==> config.mk <==
export PLATFORM = sky130hd
export DESIGN_NAME = fetch_unit_flat
export DESIGN_NICKNAME = d
export VERILOG_FILES = /design/src/rtl/fetch_unit_if.sv /design/src/rtl/fetch_unit.sv /design/src/flat_wrapper.sv
export SDC_FILE = /design/constraint.sdc
export NUM_CORES = 1
export LEC_CHECK = 0
export CAP_MARGIN = 5
export CORE_MARGIN = 10
export CORE_UTILIZATION = 53
export DETAILED_ROUTE_END_ITERATION = 12
export HOLD_SLACK_MARGIN = 0.03
export MAX_ROUTING_LAYER = met4
export PLACE_DENSITY = 0.85
export SLEW_MARGIN = 10
export SYNTH_ARGS = -nofsm -noshare
export SYNTH_HDL_FRONTEND = slang
export SYNTH_SLANG_ARGS = --single-unit
==> constraint.sdc <==
create_clock -name clk_i -period 11.9 [get_ports clk_i]
set_input_delay 2.38 -clock clk_i [delete_from_list [all_inputs] [get_ports clk_i]]
set_output_delay 2.38 -clock clk_i [all_outputs]
set_load 0.01 [all_outputs]
==> src/rtl/fetch_unit_if.sv <==
// Bundles the fetch unit's memory port-1, redirect and decode handshake signals.
// master = fetch_unit side, slave = memory/execute/decode environment side.
interface fetch_unit_if;
  logic        mem_en_o;
  logic        mem_wen_o;
  logic [31:0] mem_addr_o;
  logic [31:0] mem_data_i;
  logic        mem_busy_i;
  logic        redirect_i;
  logic [31:0] redirect_pc_i;
  logic        instr_valid_o;
  logic        instr_ready_i;
  logic [31:0] instr_o;
  logic [31:0] instr_pc_o;
  logic        misalign_o;

  modport master (
    output mem_en_o, mem_wen_o, mem_addr_o, instr_valid_o, instr_o, instr_pc_o, misalign_o,
    input  mem_data_i, mem_busy_i, redirect_i, redirect_pc_i, instr_ready_i
  );

  modport slave (
    input  mem_en_o, mem_wen_o, mem_addr_o, instr_valid_o, instr_o, instr_pc_o, misalign_o,
    output mem_data_i, mem_busy_i, redirect_i, redirect_pc_i, instr_ready_i
  );
endinterface

==> src/rtl/fetch_unit.sv <==
// Sequential instruction fetch with busy-tolerant memory port and a small output FIFO.
// Optional misaligned-redirect trap is enabled by defining FETCH_ALIGN_CHK_EN.
module fetch_unit #(
  parameter logic [31:0] RESET_PC  = 32'h0,
  parameter int          BUF_DEPTH = 2
) (
  input logic          clk_i,
  input logic          rst_i,
  fetch_unit_if.master bus
);

  localparam int AW = (BUF_DEPTH > 1) ? $clog2(BUF_DEPTH) : 1;
  localparam int CW = $clog2(BUF_DEPTH) + 1;
  localparam logic [CW-1:0] DEPTH_C = CW'(BUF_DEPTH);
  localparam logic [CW-1:0] ONE_C   = CW'(1);
  localparam logic [AW-1:0] STEP_C  = AW'(1);

`ifdef FETCH_ALIGN_CHK_EN
  typedef enum logic [1:0] {IDLE, RUN, FULL, TRAP} state_t;
`else
  typedef enum logic [1:0] {IDLE, RUN, FULL} state_t;
`endif

  function automatic logic [31:0] align_pc(input logic [31:0] pc);
`ifdef FETCH_ALIGN_CHK_EN
    return pc;
`else
    return pc & 32'hFFFF_FFFC;
`endif
  endfunction

  state_t        state_q, state_d;
  logic [31:0]   pc_p0, pc_d;
  logic [CW-1:0] cnt_q, cnt_d;
  logic [AW-1:0] wr_ptr_q, rd_ptr_q;
  logic [31:0]   data_p1 [BUF_DEPTH];
  logic [31:0]   pc_p1   [BUF_DEPTH];
  logic          fetch_en, push, pop, vld_p1;

  // Fetch enable is a function of state and occupancy only, never of decode ready.
  assign fetch_en = (state_q == RUN) && (cnt_q < DEPTH_C);
  assign push     = fetch_en && !bus.mem_busy_i && !bus.redirect_i;
  assign vld_p1   = (cnt_q != '0);
  assign pop      = vld_p1 && bus.instr_ready_i && !bus.redirect_i;

  always_comb begin
    state_d = state_q;
    pc_d    = pc_p0;
    cnt_d   = cnt_q;
    case ({push, pop})
      2'b10:   cnt_d = cnt_q + ONE_C;
      2'b01:   cnt_d = cnt_q - ONE_C;
      default: cnt_d = cnt_q;
    endcase
    if (push) pc_d = pc_p0 + 32'd4;
    case (state_q)
      IDLE:    state_d = RUN;
      RUN:     if (cnt_d == DEPTH_C) state_d = FULL;
      FULL:    if (cnt_d < DEPTH_C) state_d = RUN;
`ifdef FETCH_ALIGN_CHK_EN
      TRAP:    state_d = TRAP;
`endif
      default: state_d = IDLE;
    endcase
    // Redirect overrides any accept/pop decided above.
    if (bus.redirect_i) begin
      cnt_d   = '0;
      pc_d    = align_pc(bus.redirect_pc_i);
      state_d = RUN;
`ifdef FETCH_ALIGN_CHK_EN
      if (bus.redirect_pc_i[1:0] != 2'b00) state_d = TRAP;
`endif
    end
  end

  // p0: control state and fetch PC
  always_ff @(posedge clk_i or posedge rst_i) begin
    if (rst_i) begin
      state_q  <= IDLE;
      pc_p0    <= align_pc(RESET_PC);
      cnt_q    <= '0;
      wr_ptr_q <= '0;
      rd_ptr_q <= '0;
    end else begin
      state_q <= state_d;
      pc_p0   <= pc_d;
      cnt_q   <= cnt_d;
      if (bus.redirect_i) begin
        wr_ptr_q <= '0;
        rd_ptr_q <= '0;
      end else begin
        if (push) wr_ptr_q <= wr_ptr_q + STEP_C;
        if (pop)  rd_ptr_q <= rd_ptr_q + STEP_C;
      end
    end
  end

  // p1: FIFO storage, written on accept
  always_ff @(posedge clk_i) begin
    if (push) begin
      data_p1[wr_ptr_q] <= bus.mem_data_i;
      pc_p1[wr_ptr_q]   <= pc_p0;
    end
  end

  assign bus.mem_en_o      = fetch_en;
  assign bus.mem_wen_o     = 1'b0;
  assign bus.mem_addr_o    = pc_p0;
  assign bus.instr_valid_o = vld_p1;
  assign bus.instr_o       = vld_p1 ? data_p1[rd_ptr_q] : '0;
  assign bus.instr_pc_o    = vld_p1 ? pc_p1[rd_ptr_q] : '0;
`ifdef FETCH_ALIGN_CHK_EN
  assign bus.misalign_o    = (state_q == TRAP);
`else
  assign bus.misalign_o    = 1'b0;
`endif

endmodule

==> src/flat_wrapper.sv <==
// flat-port wrapper written by rule: the top's interface ports become plain ports
module fetch_unit_flat 
#(
  parameter logic [31:0] RESET_PC  = 32'h0,
  parameter int          BUF_DEPTH = 2
)
  (clk_i, rst_i, bus_mem_en_o, bus_mem_wen_o, bus_mem_addr_o, bus_instr_valid_o, bus_instr_o, bus_instr_pc_o, bus_misalign_o, bus_mem_data_i, bus_mem_busy_i, bus_redirect_i, bus_redirect_pc_i, bus_instr_ready_i);
  fetch_unit_if bus_i ();
  input logic clk_i;
  input logic rst_i;
  output wire logic [$bits(bus_i.mem_en_o)-1:0] bus_mem_en_o;
  output wire logic [$bits(bus_i.mem_wen_o)-1:0] bus_mem_wen_o;
  output wire logic [$bits(bus_i.mem_addr_o)-1:0] bus_mem_addr_o;
  output wire logic [$bits(bus_i.instr_valid_o)-1:0] bus_instr_valid_o;
  output wire logic [$bits(bus_i.instr_o)-1:0] bus_instr_o;
  output wire logic [$bits(bus_i.instr_pc_o)-1:0] bus_instr_pc_o;
  output wire logic [$bits(bus_i.misalign_o)-1:0] bus_misalign_o;
  input wire logic [$bits(bus_i.mem_data_i)-1:0] bus_mem_data_i;
  input wire logic [$bits(bus_i.mem_busy_i)-1:0] bus_mem_busy_i;
  input wire logic [$bits(bus_i.redirect_i)-1:0] bus_redirect_i;
  input wire logic [$bits(bus_i.redirect_pc_i)-1:0] bus_redirect_pc_i;
  input wire logic [$bits(bus_i.instr_ready_i)-1:0] bus_instr_ready_i;
  assign bus_mem_en_o = bus_i.mem_en_o;
  assign bus_mem_wen_o = bus_i.mem_wen_o;
  assign bus_mem_addr_o = bus_i.mem_addr_o;
  assign bus_instr_valid_o = bus_i.instr_valid_o;
  assign bus_instr_o = bus_i.instr_o;
  assign bus_instr_pc_o = bus_i.instr_pc_o;
  assign bus_misalign_o = bus_i.misalign_o;
  assign bus_i.mem_data_i = bus_mem_data_i;
  assign bus_i.mem_busy_i = bus_mem_busy_i;
  assign bus_i.redirect_i = bus_redirect_i;
  assign bus_i.redirect_pc_i = bus_redirect_pc_i;
  assign bus_i.instr_ready_i = bus_instr_ready_i;
  fetch_unit #(.RESET_PC(RESET_PC), .BUF_DEPTH(BUF_DEPTH)) u_core (.clk_i(clk_i), .rst_i(rst_i), .bus(bus_i));
endmodule
==> Yosys cells after proc, flatten, opt, wreduce, memory -nomap -nowiden <==
Memories as Yosys holds them, arrays and structs flattened.
Cells that the tools add are included.
{ "classes": {"n_addsub": 5, "magnitude_cmp": 2, "n_eq_ne": 7, "n_mux": 16, "n_reduce_logical": 12} }
{ "ops": {"columns": ["cell", "count"], "rows": [
  ["32-bit 2-to-1 mux", 4],
  ["32-bit by 3-bit adder with 32-bit output, second input constant", 1],
  ["2-bit 2-to-1 mux", 4],
  ["2-bit equality test, second input constant", 3],
  ["1-bit 2-to-1 mux", 6],
  ["2-bit one-hot mux with 3 select lines", 1],
  ["2-bit nonzero test", 3],
  ["1-bit logical AND", 5],
  ["2-bit by 1-bit equality test with 1-bit output, second input constant", 2],
  ["2-bit < comparator, second input constant", 2],
  ["2-bit one-hot mux with 2 select lines", 1],
  ["3-bit by 2-bit inequality test with 1-bit output, second input constant", 1],
  ["3-bit inequality test, second input constant", 1],
  ["1-bit adder, second input constant", 2],
  ["2-bit by 1-bit adder with 2-bit output, second input constant", 1],
  ["1-bit logical NOT", 2],
  ["2-bit logical NOT", 1],
  ["2-bit AND reduction", 1],
  ["2-bit by 1-bit subtractor with 2-bit output, second input constant", 1]
]} }
{ "totals": {"reg_bits": 38, "mem_bits_rw": 128, "in_bits": 69, "out_inout_bits": 100, "wordCells": 49, "mem_count": 2} }
{ "mem_list": {"columns": ["name", "depth", "word_bits", "read_ports", "rd_ports_with_merged_regs", "write_ports", "line", "source"], "rows": [
  ["u_core.data_p1", 2, 32, 1, 0, 1, "fetch_unit.sv:36", "logic [31:0] data_p1 [BUF_DEPTH];"],
  ["u_core.pc_p1", 2, 32, 1, 0, 1, "fetch_unit.sv:37", "logic [31:0] pc_p1 [BUF_DEPTH];"]
]} }

==> Longest topological paths before layout <==
{ "depth": {"word_depth": 10, "ltp_mapped": 9, "ltp_nobuf": 9} }

==> Least setup slack after synthesis <==
Ideal clock, no wire load.
{ "synth_path": {"path_kind": "input to register", "startpoint": "input bus_mem_busy_i", "endpoint": "memory u_core.data_p1[0][0] (enable)", "t_arrival_ps": 5788, "required_time_ps": 11418, "setup_slack_ps": 5630, "cell_stages": 4, "path_buffers": 1, "cell_sequence": "nor4b_4 clkbuf_1 nand2_1 nor2_1"} }
{ "synth_via": {"elab_chain_len": 5} }
{ "synth_lines": {"columns": ["element", "line", "source"], "rows": [
  ["start, declared", "flat_wrapper.sv:19", "input wire logic [$bits(bus_i.mem_busy_i)-1:0] bus_mem_busy_i;"],
  ["1-bit logical NOT", "fetch_unit.sv:42", "assign push = fetch_en && !bus.mem_busy_i && !bus.redirect_i;"],
  ["1-bit logical AND (2 in series)", "fetch_unit.sv:42", null],
  ["1-bit 2-to-1 mux", "fetch_unit.sv:100", "if (push) begin"],
  ["1-bit 2-to-1 mux (implied by the code)", "fetch_unit.sv:101", "data_p1[wr_ptr_q] <= bus.mem_data_i;"],
  ["end, declared", "fetch_unit.sv:36", null]
]} }
No other way between the ends.

==> Final worst setup path <==
{ "layout_path": {"startpoint": "input bus_redirect_i", "endpoint": "memory u_core.data_p1[0][19] (enable)"} }
{ "layout_via": {"elab_chain_len": 4} }
{ "layout_lines": {"columns": ["element", "line", "source"], "rows": [
  ["start, declared", "flat_wrapper.sv:20", "input wire logic [$bits(bus_i.redirect_i)-1:0] bus_redirect_i;"],
  ["1-bit logical NOT", "fetch_unit.sv:42", null],
  ["1-bit logical AND", "fetch_unit.sv:42", null],
  ["1-bit 2-to-1 mux", "fetch_unit.sv:100", null],
  ["1-bit 2-to-1 mux (implied by the code)", "fetch_unit.sv:101", null]
]} }
No other way between the ends.

==> flow_summary.toml <==
[drt]
met3_length_um = 901
drt_iter0_markers = 481
avgViaCountPerCell = 5.558
detail_route.wirelength.met1_um = 7129
drtAntennaViolNets = 0
route.met2.wl_um = 8447
route.final.wire_length_um = 16720
routed-via-count = 4735
top_signal_layer_used = "met4"
route.detailed.wl_per_inst_um = 19.62
drc_errors = 0
first_pass_iters = 5

[sta]
timing_max_transition_violations_final = 0
fin_tns_setup_ns = 0
fin_skew_ns = 0.009194
max_slew.worst_pin.slew_ns = 1.143
timing.final.hold_violations = 0
slew_headroom_pct = 23.82
period_minus_slack_ns = 5.062
clock.fmax_mhz = 197.5
setup_violations = 0
final_min_period_over_clock_period_pct = 42.54
rsz0062_at_grt = "false"

[grt]
grt_first_pass_wirelength_um = 26210
grt_usage_pct = 19.16
maximum_number_of_pins_on_one_net_before_global_route_repair = 64
grt_overflow = 0
via_count_of_the_first_global_routing_pass = 4757
grt_antenna_before_repair = 0

[clocking]
postCtsSetupBuffers = 0
cts_tree = "done"
clock_tree.buffer_depth = 2
cts_inserted_buffers = 17
clock-root-buffer = "sky130_fd_sc_hd__clkbuf_16"
postCtsHoldBufs = 0
post_cts.resized_instances = 0
clock_sink_count = 160
worstSkewPairLatency_ns = 0.41
cts.reportedPaths.clkPinSlew_ns = 0.06
level_count_of_the_clock_h_tree = 4

[synth]
synth.avg_cell_area_um2 = 13.41
postSynthCellCount = 511
synth_compound_area_share_pct = 4.655
synth.lib_cells_used.distinct = 45
synth-seq-area-share_pct = 67.47
synthesis.yosys.warnings = 0
synthSimpleGateAreaFrac_pct = 13.38
post_synth_xor_area_fraction_pct = 1.789
synth_largest_area_cell = "sky130_fd_sc_hd__edfxtp_1"
synth_top_area_share_pct = 54.33
synthesized_cell_area_um2 = 6854
synth_top_family_by_area = "simple AND/OR/NAND/NOR gates"
flip_flop_and_latch_count_after_synthesis = 160
netlist_top_cells_area = "sky130_fd_sc_hd__edfxtp_1, sky130_fd_sc_hd__dfrtp_1, sky130_fd_sc_hd__mux2i_1"
synth_adder_area_share_pct = 0.3651
synth.area.mux_share_pct = 9.511

[run]
max-cap-violations = 0

[power]
pwr_density_cell_nw_per_um2 = 176.3
worst_vdd_drop_mv = 0.1062
post_layout_total_power_uw = 1613
leak_uw = 0.003119

[floorplanning]
die-height_um = 133.7
rows = 41
die_area_um2 = 17880
ios = 169
initial_core_util_pct = 54.31
coreArea_um2 = 12620
floorplan.die.width_um = 133.7

[placed_design]
detailed_place_hpwl_um = 11280
gp_congestion = 0.8260
numPlacedInstances = 820
buffer_ports.inserted = 160

[final_layout]
register_area_um2 = 4628
number_of_inserted_filler_cells_in_the_final_layout = 898
layout-area-overhead-vs-synth_pct = 33.48
antenna_cells = 0
layout-drive-gt1-share_pct = 6.618
final_nets = 738
instances_no_fill = 852
area_of_the_multi_input_gates_um2 = 2074

[worst_setup_path]
end_kind = "register"
crit_fanout = 49
critPathRequiredTime_ns = 11.95
cp-start-kind = "input port"
cp_data_arrival_time_ns = 5.11
critPathKind = "input port to register"

[status]
status = "finished, final reports clean"

[min_path]
timing.hold.worst.class = "register to register"
==> power by group <==
| group | leakage, uW | internal (uW) | total (uW) | switching [uW] |
|---|---|---|---|---|
| Sequential | 0.00156 | 667 | 729 | 61.8 |
| Combinational | 0.00129 | 191 | 364 | 174 |
| Clock | 0.000272 | 315 | 520 | 205 |
==> layer usage <==
metal	GRT usage, %	up-vias
met1	23.39	2288
met5	-	-
met3	4.398	20
met2	30.97	205
li1	-	2222
met4	6.288	0
==> flip-flops by register name, summed over array words and instances, names as in the netlist <==
signal,cells
u_core.data_p1,64
u_core.cnt_q,2
u_core.rd_ptr_q,1
u_core.pc_p1,60
u_core.wr_ptr_q,1
u_core.state_q,2
u_core.bus.mem_addr_o,30
==> placed cells by master (no fill, tap or decap), types with 2 or more instances in the layout <==
cell                              count
sky130_fd_sc_hd__o21ai_0             14
sky130_fd_sc_hd__nor3_1               4
sky130_fd_sc_hd__clkinvlp_4           2
sky130_fd_sc_hd__nand4_1             15
sky130_fd_sc_hd__edfxtp_1           124
sky130_fd_sc_hd__a22oi_1              2
sky130_fd_sc_hd__clkdlybuf4s50_1    160
sky130_fd_sc_hd__and4_1               4
sky130_fd_sc_hd__nor4_1               3
sky130_fd_sc_hd__nand3_2              2
sky130_fd_sc_hd__a31oi_1             14
sky130_fd_sc_hd__conb_1               6
sky130_fd_sc_hd__bufinv_16            2
sky130_fd_sc_hd__dfrtp_1             35
sky130_fd_sc_hd__clkbuf_16           17
sky130_fd_sc_hd__clkinv_2             2
sky130_fd_sc_hd__inv_1                6
sky130_fd_sc_hd__nor2b_1              3
sky130_fd_sc_hd__nor2_4               2
sky130_fd_sc_hd__nand3_1              7
sky130_fd_sc_hd__clkbuf_1             5
sky130_fd_sc_hd__a221o_1              2
sky130_fd_sc_hd__or3_1                3
sky130_fd_sc_hd__ha_1                 2
sky130_fd_sc_hd__or4_1               12
sky130_fd_sc_hd__and3_2               4
sky130_fd_sc_hd__buf_4                5
sky130_fd_sc_hd__and3_1               4
sky130_fd_sc_hd__nand2_1             26
sky130_fd_sc_hd__mux2i_1             64
sky130_fd_sc_hd__o31ai_1             11
sky130_fd_sc_hd__nor2_1              87
sky130_fd_sc_hd__clkinv_4             2
sky130_fd_sc_hd__xor2_1               8
sky130_fd_sc_hd__xnor2_1              6
==> logic make-up after synthesis <==
family | after synthesis
flops | 160
compound gates | 48
other cells | 1
buf+inv | 39
fa+ha+maj | 2
simple gates | 182
mux | 65
xor+xnor | 14
==> worst paths after layout <==
check	startpoint	endpoint	slack, ns	cells after the start
min in group asynchronous	rst_i	u_core.bus.mem_addr_o[22]	2.37	3
worst min-delay path	u_core.bus.mem_addr_o[17]	u_core.pc_p1[0][17]	0.57	0
worst min register to register	u_core.bus.mem_addr_o[17]	u_core.pc_p1[0][17]	0.57	0
max in group asynchronous	rst_i	u_core.rd_ptr_q	9.17	3
worst max register to register	u_core.cnt_q[1]	u_core.data_p1[0][19]	8.88	4
worst max-delay path	bus_redirect_i	u_core.data_p1[0][19]	6.84	6
==> synthesized netlist by cell type <==
| library cell | count |
|---|---|
| sky130_fd_sc_hd__nor3b_1 | 1 |
| sky130_fd_sc_hd__and4_1 | 4 |
| sky130_fd_sc_hd__and3_2 | 3 |
| sky130_fd_sc_hd__nand2_1 | 26 |
| sky130_fd_sc_hd__conb_1 | 1 |
| sky130_fd_sc_hd__ha_1 | 2 |
| sky130_fd_sc_hd__mux2i_1 | 64 |
| sky130_fd_sc_hd__buf_1 | 7 |
| sky130_fd_sc_hd__buf_2 | 2 |
| sky130_fd_sc_hd__edfxtp_1 | 124 |
| sky130_fd_sc_hd__nand3_2 | 2 |
| sky130_fd_sc_hd__nand4_1 | 15 |
| sky130_fd_sc_hd__nand4_4 | 1 |
| sky130_fd_sc_hd__clkbuf_2 | 1 |
| sky130_fd_sc_hd__xor2_1 | 8 |
| sky130_fd_sc_hd__dfrtp_1 | 36 |
| sky130_fd_sc_hd__clkbuf_8 | 1 |
| sky130_fd_sc_hd__nor4b_4 | 1 |
| sky130_fd_sc_hd__a22oi_1 | 2 |
| sky130_fd_sc_hd__or3_1 | 3 |
| sky130_fd_sc_hd__o21ai_0 | 14 |
| sky130_fd_sc_hd__buf_6 | 1 |
| sky130_fd_sc_hd__nor2_1 | 89 |
| sky130_fd_sc_hd__mux2_2 | 1 |
| sky130_fd_sc_hd__and3_1 | 5 |
| sky130_fd_sc_hd__o311ai_0 | 1 |
| sky130_fd_sc_hd__or4b_1 | 1 |
| sky130_fd_sc_hd__a31o_2 | 1 |
| sky130_fd_sc_hd__nand3_1 | 7 |
| sky130_fd_sc_hd__or3b_1 | 1 |
| sky130_fd_sc_hd__a311o_1 | 1 |
| sky130_fd_sc_hd__or4_1 | 12 |
| sky130_fd_sc_hd__a31oi_1 | 14 |
| sky130_fd_sc_hd__nor4bb_1 | 1 |
| sky130_fd_sc_hd__nor3_1 | 4 |
| sky130_fd_sc_hd__o31a_1 | 1 |
| sky130_fd_sc_hd__o21a_1 | 1 |
| sky130_fd_sc_hd__inv_1 | 6 |
| sky130_fd_sc_hd__xnor2_1 | 6 |
| sky130_fd_sc_hd__a221o_1 | 2 |
| sky130_fd_sc_hd__nor2b_1 | 3 |
| sky130_fd_sc_hd__clkbuf_1 | 15 |
| sky130_fd_sc_hd__o31ai_1 | 11 |
| sky130_fd_sc_hd__buf_4 | 6 |
| sky130_fd_sc_hd__nor4_1 | 3 |
==> stage by stage <==
stage / cell area, um2 / utilization, % / hold slack (ns) / setup slack, ns
2_1_floorplan: 6873 / - / 0.5238 / 5.630
3_3_place_gp: 8579 / 67.99 / 0.5400 / 6.413
3_5_place_dp: 8579 / 67.99 / 0.5457 / 6.382
4_1_cts: 9149 / 72.50 / 0.5647 / 6.821
5_1_grt: 9149 / 72.50 / 0.5895 / 6.545
6_report: 9149 / 72.50 / 0.5707 / 6.838
==> area by class of cell <==
cell class | instances | share of cell area (%)
Sequential cell | 160 | 50.59
Multi-Input combinational cell | 317 | 22.68
Timing Repair Buffer | 165 | 17.92
Clock buffer | 23 | 5.005
Tap cell | 172 | 2.352
Clock inverter | 9 | 1.217
Inverter | 6 | 0.2462
==> worst max-delay path, cell delays in order <==
cell,delay (ns)
sky130_fd_sc_hd__clkdlybuf4s50_1,0.39
sky130_fd_sc_hd__buf_4,0.26
sky130_fd_sc_hd__inv_1,0.72
sky130_fd_sc_hd__nand2_1,0.26
sky130_fd_sc_hd__nor2_4,0.42
sky130_fd_sc_hd__buf_4,0.64
Power figures use the tool's default switching activity.
